==> src/rtl/delqa_pkg.sv <==
`default_nettype none
// ============================================================================
// Package     : delqa_pkg
// Description : Shared types and constants for the DELQA descriptor engines:
//               write-back FSM state encoding, operation codes, descriptor
//               word byte offsets, BDL register-file indices and the
//               "in use" flag value.
// Revision    : 1.0 - initial release
// ============================================================================
package delqa_pkg;

    // Write-back engine states
    typedef enum logic [2:0] {
        ST_IDLE = 3'd0,
        ST_ARB  = 3'd1,
        ST_LOAD = 3'd2,
        ST_WR   = 3'd3,
        ST_DONE = 3'd4
    } wb_state_t;

    // Operation requested by the descriptor sequencer
    localparam logic C_OP_FLAG   = 1'b0;
    localparam logic C_OP_STATUS = 1'b1;

    // Byte offsets of the descriptor words inside one buffer descriptor
    localparam logic [3:0] C_OFF_FLAG  = 4'd0;
    localparam logic [3:0] C_OFF_ADDRH = 4'd2;
    localparam logic [3:0] C_OFF_ADDRL = 4'd4;
    localparam logic [3:0] C_OFF_LEN   = 4'd6;
    localparam logic [3:0] C_OFF_SW1   = 4'd8;
    localparam logic [3:0] C_OFF_SW2   = 4'd10;

    // BDL register-file indices of the status words
    localparam logic [1:0] C_IDX_SW1 = 2'd2;
    localparam logic [1:0] C_IDX_SW2 = 2'd3;

    // Value posted into the flag word to mark a descriptor as in use
    localparam logic [15:0] C_FLAG_INUSE = 16'hC000;

    // Byte offset of word 'idx' of an operation. STATUS posts SW2 first and
    // SW1 last, because the host polls SW1[15:14] to detect completion.
    function automatic logic [3:0] wb_word_offset(input logic op, input logic idx);
        logic [3:0] off;
        off = C_OFF_FLAG;
        if (op == C_OP_STATUS) begin
            off = idx ? C_OFF_SW1 : C_OFF_SW2;
        end
        return off;
    endfunction

    // Register-file index that supplies word 'idx' of an operation
    function automatic logic [1:0] wb_word_reg(input logic op, input logic idx);
        logic [1:0] ri;
        ri = 2'd0;
        if (op == C_OP_STATUS) begin
            ri = idx ? C_IDX_SW1 : C_IDX_SW2;
        end
        return ri;
    endfunction

endpackage
`default_nettype wire

==> src/rtl/bdl_wb_if.sv <==
`default_nettype none
// ============================================================================
// Interface   : bdl_wb_if
// Description : Q-bus DMA master write channel used by the BDL write-back
//               engine.
//   dma_req  : bus request (master -> slave)
//   dma_gnt  : bus grant (slave -> master)
//   dma_addr : byte write address, AW bits (master -> slave)
//   dma_dat  : 16-bit write data (master -> slave)
//   dma_stb  : write strobe, held until acknowledged (master -> slave)
//   dma_ack  : one-cycle write acknowledge (slave -> master)
// Revision    : 1.0 - initial release
// ============================================================================
interface bdl_wb_if #(
    parameter int AW = 22
) ();
    logic          dma_req;
    logic          dma_gnt;
    logic [AW-1:0] dma_addr;
    logic [15:0]   dma_dat;
    logic          dma_stb;
    logic          dma_ack;

    modport master (
        output dma_req,
        output dma_addr,
        output dma_dat,
        output dma_stb,
        input  dma_gnt,
        input  dma_ack
    );

    modport slave (
        input  dma_req,
        input  dma_addr,
        input  dma_dat,
        input  dma_stb,
        output dma_gnt,
        output dma_ack
    );
endinterface
`default_nettype wire

==> src/rtl/bdl_wb_tmo.sv <==
`default_nettype none
// ============================================================================
// Module      : bdl_wb_tmo
// Description : Loadable down-counter that bounds the wait for a DMA
//               acknowledge.
//   clk    : system clock
//   rst_n  : asynchronous active-low reset
//   load   : reload the counter with TMO
//   en     : count down one step this cycle
//   expire : counter reaches zero at the end of this counting cycle
// Revision    : 1.0 - initial release
// ============================================================================
module bdl_wb_tmo #(
    parameter int TMO = 255
) (
    input  logic clk,
    input  logic rst_n,
    input  logic load,
    input  logic en,
    output logic expire
);
    localparam int c_w = 8;

    logic [c_w-1:0] r_cnt;

    always_ff @(posedge clk or negedge rst_n) begin
        if (!rst_n) begin
            r_cnt <= '0;
        end else if (load) begin
            r_cnt <= c_w'(TMO);
        end else if (en && (r_cnt != '0)) begin
            r_cnt <= r_cnt - 1'b1;
        end
    end

    // Loaded with TMO, so the counter allows exactly TMO counting cycles:
    // the one that steps 1 -> 0 is the last. A zero count (never loaded)
    // also expires rather than waiting forever.
    assign expire = en && (r_cnt <= c_w'(1));

endmodule
`default_nettype wire

==> src/rtl/bdl_wb.sv <==
`default_nettype none
// ============================================================================
// Module      : bdl_wb
// Description : DMA write-back engine for DELQA buffer descriptors. Reads
//               words from the local BDL register file and writes them to
//               host Q-bus memory. FLAG writes the in-use flag at base+0;
//               STATUS writes reg[3] at base+10 then reg[2] at base+8.
//   clk      : system clock
//   rst_n    : asynchronous active-low reset
//   start    : one-cycle request, accepted only when idle
//   op       : 0 = FLAG, 1 = STATUS (sampled with start)
//   base     : descriptor byte address (bit 0 ignored)
//   busy     : accepted start through done cycle inclusive
//   done     : one-cycle completion pulse
//   nxm      : acknowledge timeout, valid from done until next start
//   reg_addr : BDL register-file read index
//   reg_q    : BDL register-file read data (combinational read)
//   dma      : Q-bus DMA master write channel
// Revision    : 1.0 - initial release
// ============================================================================
module bdl_wb
    import delqa_pkg::*;
#(
    parameter int          AW         = 22,
    parameter int          TMO        = 255,
    parameter logic [15:0] FLAG_INUSE = C_FLAG_INUSE
) (
    input  logic            clk,
    input  logic            rst_n,
    input  logic            start,
    input  logic            op,
    input  logic [AW-1:0]   base,
    output logic            busy,
    output logic            done,
    output logic            nxm,
    output logic [1:0]      reg_addr,
    input  logic [15:0]     reg_q,
    bdl_wb_if.master        dma
);

    localparam logic [AW-1:0] c_even_mask = ~{{(AW-1){1'b0}}, 1'b1};

    wb_state_t     r_state;
    logic          r_op;
    logic [AW-1:0] r_base;
    logic          r_idx;
    logic          r_busy;
    logic          r_done;
    logic          r_nxm;
    logic          r_req;
    logic          r_stb;
    logic [AW-1:0] r_addr;
    logic [15:0]   r_dat;
    logic [1:0]    r_reg_addr;

    logic          w_last;
    logic          w_tmo_load;
    logic          w_tmo_en;
    logic          w_tmo_expire;

    // FLAG is a single word; STATUS ends after its second word
    assign w_last     = (r_op == C_OP_FLAG) || r_idx;
    assign w_tmo_load = (r_state == ST_LOAD);
    assign w_tmo_en   = (r_state == ST_WR);

    bdl_wb_tmo #(
        .TMO    (TMO)
    ) u_tmo (
        .clk    (clk),
        .rst_n  (rst_n),
        .load   (w_tmo_load),
        .en     (w_tmo_en),
        .expire (w_tmo_expire)
    );

    always_ff @(posedge clk or negedge rst_n) begin
        if (!rst_n) begin
            r_state    <= ST_IDLE;
            r_op       <= C_OP_FLAG;
            r_base     <= '0;
            r_idx      <= 1'b0;
            r_busy     <= 1'b0;
            r_done     <= 1'b0;
            r_nxm      <= 1'b0;
            r_req      <= 1'b0;
            r_stb      <= 1'b0;
            r_addr     <= '0;
            r_dat      <= '0;
            r_reg_addr <= 2'd0;
        end else begin
            r_done <= 1'b0;
            case (r_state)
                ST_IDLE: begin
                    if (start) begin
                        r_op       <= op;
                        r_base     <= base & c_even_mask;
                        r_idx      <= 1'b0;
                        r_nxm      <= 1'b0;
                        r_busy     <= 1'b1;
                        r_req      <= 1'b1;
                        // Index is set up now so reg_q has settled by LOAD
                        r_reg_addr <= wb_word_reg(op, 1'b0);
                        r_state    <= ST_ARB;
                    end
                end

                ST_ARB: begin
                    if (dma.dma_gnt) begin
                        r_state <= ST_LOAD;
                    end
                end

                ST_LOAD: begin
                    if (!dma.dma_gnt) begin
                        r_state <= ST_ARB;
                    end else begin
                        r_dat   <= (r_op == C_OP_FLAG) ? FLAG_INUSE : reg_q;
                        // Wraps modulo 2^AW by truncation
                        r_addr  <= r_base + {{(AW-4){1'b0}}, wb_word_offset(r_op, r_idx)};
                        r_stb   <= 1'b1;
                        r_state <= ST_WR;
                    end
                end

                ST_WR: begin
                    // Acknowledge takes priority over both grant loss and
                    // timer expiry in the same cycle.
                    if (dma.dma_ack) begin
                        r_stb <= 1'b0;
                        if (w_last) begin
                            r_req   <= 1'b0;
                            r_done  <= 1'b1;
                            r_state <= ST_DONE;
                        end else begin
                            r_idx      <= 1'b1;
                            r_reg_addr <= wb_word_reg(r_op, 1'b1);
                            r_state    <= ST_LOAD;
                        end
                    end else if (!dma.dma_gnt) begin
                        // Retry the same word after regrant; LOAD reloads the timer
                        r_stb   <= 1'b0;
                        r_state <= ST_ARB;
                    end else if (w_tmo_expire) begin
                        r_stb   <= 1'b0;
                        r_req   <= 1'b0;
                        r_nxm   <= 1'b1;
                        r_done  <= 1'b1;
                        r_state <= ST_DONE;
                    end
                end

                ST_DONE: begin
                    r_busy  <= 1'b0;
                    r_state <= ST_IDLE;
                end

                default: begin
                    r_stb   <= 1'b0;
                    r_req   <= 1'b0;
                    r_busy  <= 1'b0;
                    r_state <= ST_IDLE;
                end
            endcase
        end
    end

    assign busy         = r_busy;
    assign done         = r_done;
    assign nxm          = r_nxm;
    assign reg_addr     = r_reg_addr;
    assign dma.dma_req  = r_req;
    assign dma.dma_stb  = r_stb;
    assign dma.dma_addr = r_addr;
    assign dma.dma_dat  = r_dat;

endmodule
`default_nettype wire

==> src/flat_wrapper.sv <==
// flat-port wrapper written by rule: the top's interface ports become plain ports
module bdl_wb_flat import delqa_pkg::*;
#(
    parameter int          AW         = 22,
    parameter int          TMO        = 255,
    parameter logic [15:0] FLAG_INUSE = C_FLAG_INUSE
)
  (clk, rst_n, start, op, base, busy, done, nxm, reg_addr, reg_q, dma_dma_req, dma_dma_addr, dma_dma_dat, dma_dma_stb, dma_dma_gnt, dma_dma_ack);
  bdl_wb_if #(.AW(AW)) dma_i ();
  input  logic clk;
  input  logic rst_n;
  input  logic start;
  input  logic op;
  input  logic [AW-1:0] base;
  output logic busy;
  output logic done;
  output logic nxm;
  output logic [1:0] reg_addr;
  input  logic [15:0] reg_q;
  output wire logic [$bits(dma_i.dma_req)-1:0] dma_dma_req;
  output wire logic [$bits(dma_i.dma_addr)-1:0] dma_dma_addr;
  output wire logic [$bits(dma_i.dma_dat)-1:0] dma_dma_dat;
  output wire logic [$bits(dma_i.dma_stb)-1:0] dma_dma_stb;
  input wire logic [$bits(dma_i.dma_gnt)-1:0] dma_dma_gnt;
  input wire logic [$bits(dma_i.dma_ack)-1:0] dma_dma_ack;
  assign dma_dma_req = dma_i.dma_req;
  assign dma_dma_addr = dma_i.dma_addr;
  assign dma_dma_dat = dma_i.dma_dat;
  assign dma_dma_stb = dma_i.dma_stb;
  assign dma_i.dma_gnt = dma_dma_gnt;
  assign dma_i.dma_ack = dma_dma_ack;
  bdl_wb #(.AW(AW), .TMO(TMO), .FLAG_INUSE(FLAG_INUSE)) u_core (.clk(clk), .rst_n(rst_n), .start(start), .op(op), .base(base), .busy(busy), .done(done), .nxm(nxm), .reg_addr(reg_addr), .reg_q(reg_q), .dma(dma_i));
endmodule
==> config.mk <==
export PLATFORM = sky130hd
export DESIGN_NAME = bdl_wb_flat
export DESIGN_NICKNAME = d
export VERILOG_FILES = /design/src/rtl/delqa_pkg.sv /design/src/rtl/bdl_wb_if.sv /design/src/rtl/bdl_wb_tmo.sv /design/src/rtl/bdl_wb.sv /design/src/flat_wrapper.sv
export SDC_FILE = /design/constraint.sdc
export NUM_CORES = 1
export LEC_CHECK = 0
export ABC_CLOCK_PERIOD_IN_PS = 6500
export BUFFER_PORTS_ARGS = -buffer_cell sky130_fd_sc_hd__buf_2
export CORE_MARGIN = 4
export CORE_UTILIZATION = 40
export DETAILED_ROUTE_END_ITERATION = 8
export PLACE_DENSITY_LB_ADDON = 0.3
export RECOVER_POWER = 25
export REMOVE_ABC_BUFFERS = 1
export SYNTH_ARGS = -nofsm -noshare
export SYNTH_HDL_FRONTEND = slang
export SYNTH_SLANG_ARGS = --single-unit
==> constraint.sdc <==
create_clock -name clk -period 6.5 [get_ports clk]
set_input_delay 0 -clock clk [delete_from_list [all_inputs] [get_ports clk]]
set_output_delay 0 -clock clk [all_outputs]
set_load 0.01 [all_outputs]
==> reports/qor_table.md <==
| Metric | Value | Unit |
|:---|:---|:---|
| Number of warnings issued by yosys | 0 | - |
| DR vias/cell | 5.08 | - |
| Sequential cell area | 1950 | µm² |
| Clock tree from TritonCTS | yes | - |
| Clock Sink Count | 78 | - |
| Via count of the routed design | 3239 | - |
| Fraction of power consumed by combinational cells | 0.331 | - |
| Share of post-route cells with drive strength above 1 | 0.129 | - |
| MaxCap Viol Count | 0 | - |
| Post-Syn Area per Cell | 9.05 | µm² |
| Post-detailed-routing wire length | 9070 | µm |
| Initial antenna violation count | 0 | - |
| Critical path endpoint category | flip-flop | - |
| Class of the tightest hold or removal check | in -> reg | - |
| WHS Path Cells | 3 | - |
| Syn Inst Count | 407 | - |
| First-pass GRT wire length | 14900 | µm |
| Count of flip-flops with a built-in enable after synthesis | 0 | - |
| # rows | 34 | - |
| Source-to-sink clock delay at the later pin of the worst-skew pair | 0.34 | ns |
| Cell area after synthesis | 3680 | µm² |
| Final-layout fill cell count | 861 | - |
| Fin worst setup slack | 3.70 | ns |
| Count of final hold-check violations | 0 | - |
| Clock-pin slew on the worst setup and hold paths | 0.08 | ns |
| Top_reg_cell synth | sky130_fd_sc_hd__dfrtp_1 | - |
| DR iter-0 viols | 115 | - |
| DRC Markers | 0 | - |
| Internal power consumption | 1210 | µW |
| Global-route total usage across every layer | 0.166 | - |
| RSZ-0062 raised after global routing | false | - |
| Final critical-path required period | 2.80 | ns |
| Ranking of synthesized cells by instance count | sky130_fd_sc_hd__nand2_1 (127), sky130_fd_sc_hd__dfrtp_1 (78), sky130_fd_sc_hd__o21ai_0 (28) | - |
| Antenna diodes | 0 | - |
| Peak VDD IR | 0.163 | mV |
| Final estimated routing congestion in global placement | 0.799 | - |
| Post-Place Setup Slack | 3.74 | ns |
| DPL Wire Length | 6170 | µm |
| Highest clock frequency the design can meet | 357 | MHz |
| Measured slew at the worst slew-check pin | 0.971 | ns |
| Std-Cell Core Area | 8850 | µm² |
| Share of the synthesized area in the top cell type | 0.530 | - |
| Overall overflow remaining after global route | 0 | - |
| Fin Clk Skew | 0.0117 | ns |
| Tightest slew margin relative to the limit | 0.352 | - |
| Max FO, Critical Path | 17 | - |
| Proportion of register bits with asynchronous set or reset after synthesis | 1.00 | - |
| P&R area growth vs syn | 29.4 | % |
| Post-route total power | 1980 | µW |
| Status | finished, final reports clean | - |
| Number of flip-flops and latches in the synthesized netlist | 78 | - |
| Wire per inst | 14.2 | µm |
| Critical Path Source Type | flip-flop | - |
| Area of combinational cells with multiple inputs | 1630 | µm² |
| Cell types with the largest area share after synthesis | sky130_fd_sc_hd__dfrtp_1 (53%), sky130_fd_sc_hd__nand2_1 (13%), sky130_fd_sc_hd__o21ai_0 (3.8%) | - |
| Final core occ | 0.538 | - |
| Pwr/cell area | 415 | nW/µm² |
| Die Outline Area | 10800 | µm² |
| I/O pins | 89 | - |
| Final Max Tran Viols | 0 | - |
| Final critical-path share of the clock period | 0.431 | - |
| NumNets Final | 575 | - |
| Sequential share of power | 0.451 | - |
| Buffers added on ports | 86 | - |
| Library cell with the largest summed area after synthesis | sky130_fd_sc_hd__dfrtp_1 | - |
| Worst Path Required | 6.76 | ns |
| Sequential-to-total area share from yosys stat | 0.530 | - |
| Clk Tree Root Cell | sky130_fd_sc_hd__clkbuf_8 | - |
| Antenna-violating nets left | 0 | - |
| Most instantiated library cell after synthesis | sky130_fd_sc_hd__nand2_1 | - |
| Distinct cells, synth | 52 | - |
| Standby leakage power | 0.00217 | µW |
| Worst-case clock buffer depth | 2 | - |
| Number of detailed-routing iterations run before antenna repair | 4 | - |
| # setup viols final | 0 | - |
| Total clock buffers created by CTS | 9 | - |
| Depth of the worst register-to-register path | 7 | - |
| Initial standard-cell utilization of the core | 0.416 | - |
| Maximum number of pins on one net before global-route repair | 79 | - |
| Switching share of total power | 0.388 | - |
| Part of the total power dissipated in the clock network | 0.218 | - |
| Via count of the first global-routing pass | 3136 | - |
| Final total negative setup slack | 0 | ns |
| Switching power summed over all nets | 766 | µW |
| Depth of the CTS H-tree | 3 | - |
| Setup Crit Path Kind | reg -> reg | - |
| Die width | 104 | µm |
| CP Data Arrival Time | 3.06 | ns |
| Vertical die dimension | 104 | µm |
[cell families (layout without fill, tap and decap cells)]
kind of cell	Yosys count	count (layout)	synth area share
and+or+nand+nor	218	218	0.283
DFF	78	78	0.530
AOI/OAI and AO/OA	62	62	0.102
buffers and inverters	28	150	0.0302
xor gates and xnor gates	13	13	0.0309
adders and majority gates	7	7	0.0231
other	1	1	0.00102
[worst max-delay path, stage by stage (launching register included)]
cell	delay [ns]
sky130_fd_sc_hd__dfrtp_1	0.72
sky130_fd_sc_hd__nor2b_1	0.25
sky130_fd_sc_hd__ha_1	0.20
sky130_fd_sc_hd__ha_1	0.18
sky130_fd_sc_hd__a21oi_1	0.18
sky130_fd_sc_hd__or4_1	0.67
sky130_fd_sc_hd__or3_1	0.35
sky130_fd_sc_hd__a31oi_1	0.16
[power by group through the flow]
stage | clock network [µW] | logic [µW] | registers, µW
3_5_place_dp | 0 | 680 | 895
5_1_grt | 455 | 749 | 925
6_report | 430 | 655 | 891
3_3_place_gp | 0 | 659 | 884
2_1_floorplan | 0 | 373 | 913
4_1_cts | 441 | 700 | 885
[path summary, 6_finish.rpt]
path	startpoint	end	slack, ns
min reg2reg	u_core.dma.dma_dat[5]	u_core.dma.dma_dat[5]	0.47
max	u_core.r_op	u_core.dma.dma_addr[17]	3.70
min in group asynchronous	rst_n	u_core.r_base[6]	0.37
min	dma_dma_ack	u_core.r_state[2]	0.04
max reg2reg	u_core.r_op	u_core.dma.dma_addr[17]	3.70
max in group asynchronous	rst_n	u_core.r_base[18]	5.52
[cell type report]
| type | instances | area share |
|---|---|---|
| Inverter | 7 | 0.00551 |
| Clock inverter | 6 | 0.0234 |
| Sequential cell | 78 | 0.410 |
| Timing Repair Buffer | 128 | 0.166 |
| Clock buffer | 9 | 0.0260 |
| Multi-Input combinational cell | 301 | 0.341 |
| Tap cell | 108 | 0.0284 |
[sequential cells by signal, indices dropped and copies added, names as in the netlist]
register             flops
u_core.busy              1
u_core.dma.dma_addr     21
u_core.dma.dma_dat      16
u_core.dma.dma_req       1
u_core.dma.dma_stb       1
u_core.done              1
u_core.nxm               1
u_core.r_base           21
u_core.r_idx             1
u_core.r_op              1
u_core.r_state           3
u_core.reg_addr          2
u_core.u_tmo.r_cnt       8
[metrics by stage]
step / instance area (µm²) / cells / hold WS, ns
6_report: 4760 / 637 / 0.0354
5_1_grt: 4760 / 637 / 0.0330
4_1_cts: 4820 / 637 / 0.0120
3_5_place_dp: 4190 / 583 / 0.198
3_3_place_gp: 4190 / 583 / 0.191
2_1_floorplan: 3600 / 386 / -0.296
[cells in the final DEF (no fill, tap or decap), drive strengths merged, types with 3 or more instances in the layout]
| cell type | Yosys | final |
|---|---|---|
| inv | 7 | 7 |
| dfrtp | 78 | 78 |
| or4 | 4 | 4 |
| dlygate4sd3 | 0 | 39 |
| clkbuf | 18 | 53 |
| nor3 | 4 | 4 |
| bufinv | 0 | 3 |
| xor2 | 4 | 4 |
| nor2 | 17 | 17 |
| nor4 | 4 | 4 |
| or3 | 8 | 8 |
| ha | 6 | 6 |
| nor2b | 4 | 4 |
| nand4 | 3 | 3 |
| nand2 | 127 | 127 |
| a21oi | 8 | 8 |
| xnor2 | 9 | 9 |
| nand3 | 24 | 24 |
| buf | 3 | 45 |
| nor4b | 3 | 3 |
| a31oi | 9 | 9 |
| o21ai | 29 | 29 |
[per-layer routing]
metal,vias to the layer above,wire (µm),global-route usage
met3,11,384,0.0348
met2,74,4580,0.289
li1,1623,-,-
met4,0,112,0.0608
met1,1531,4000,0.204
met5,-,0,0
[what timing repair did]
item | in CTS | in global routing
resized for setup | 0 | 0
endpoints found under the hold margin | 118 | 0
buffers inserted | 0 | 0
hold buffers | 39 | 0
(Power assumes the default switching activity.)
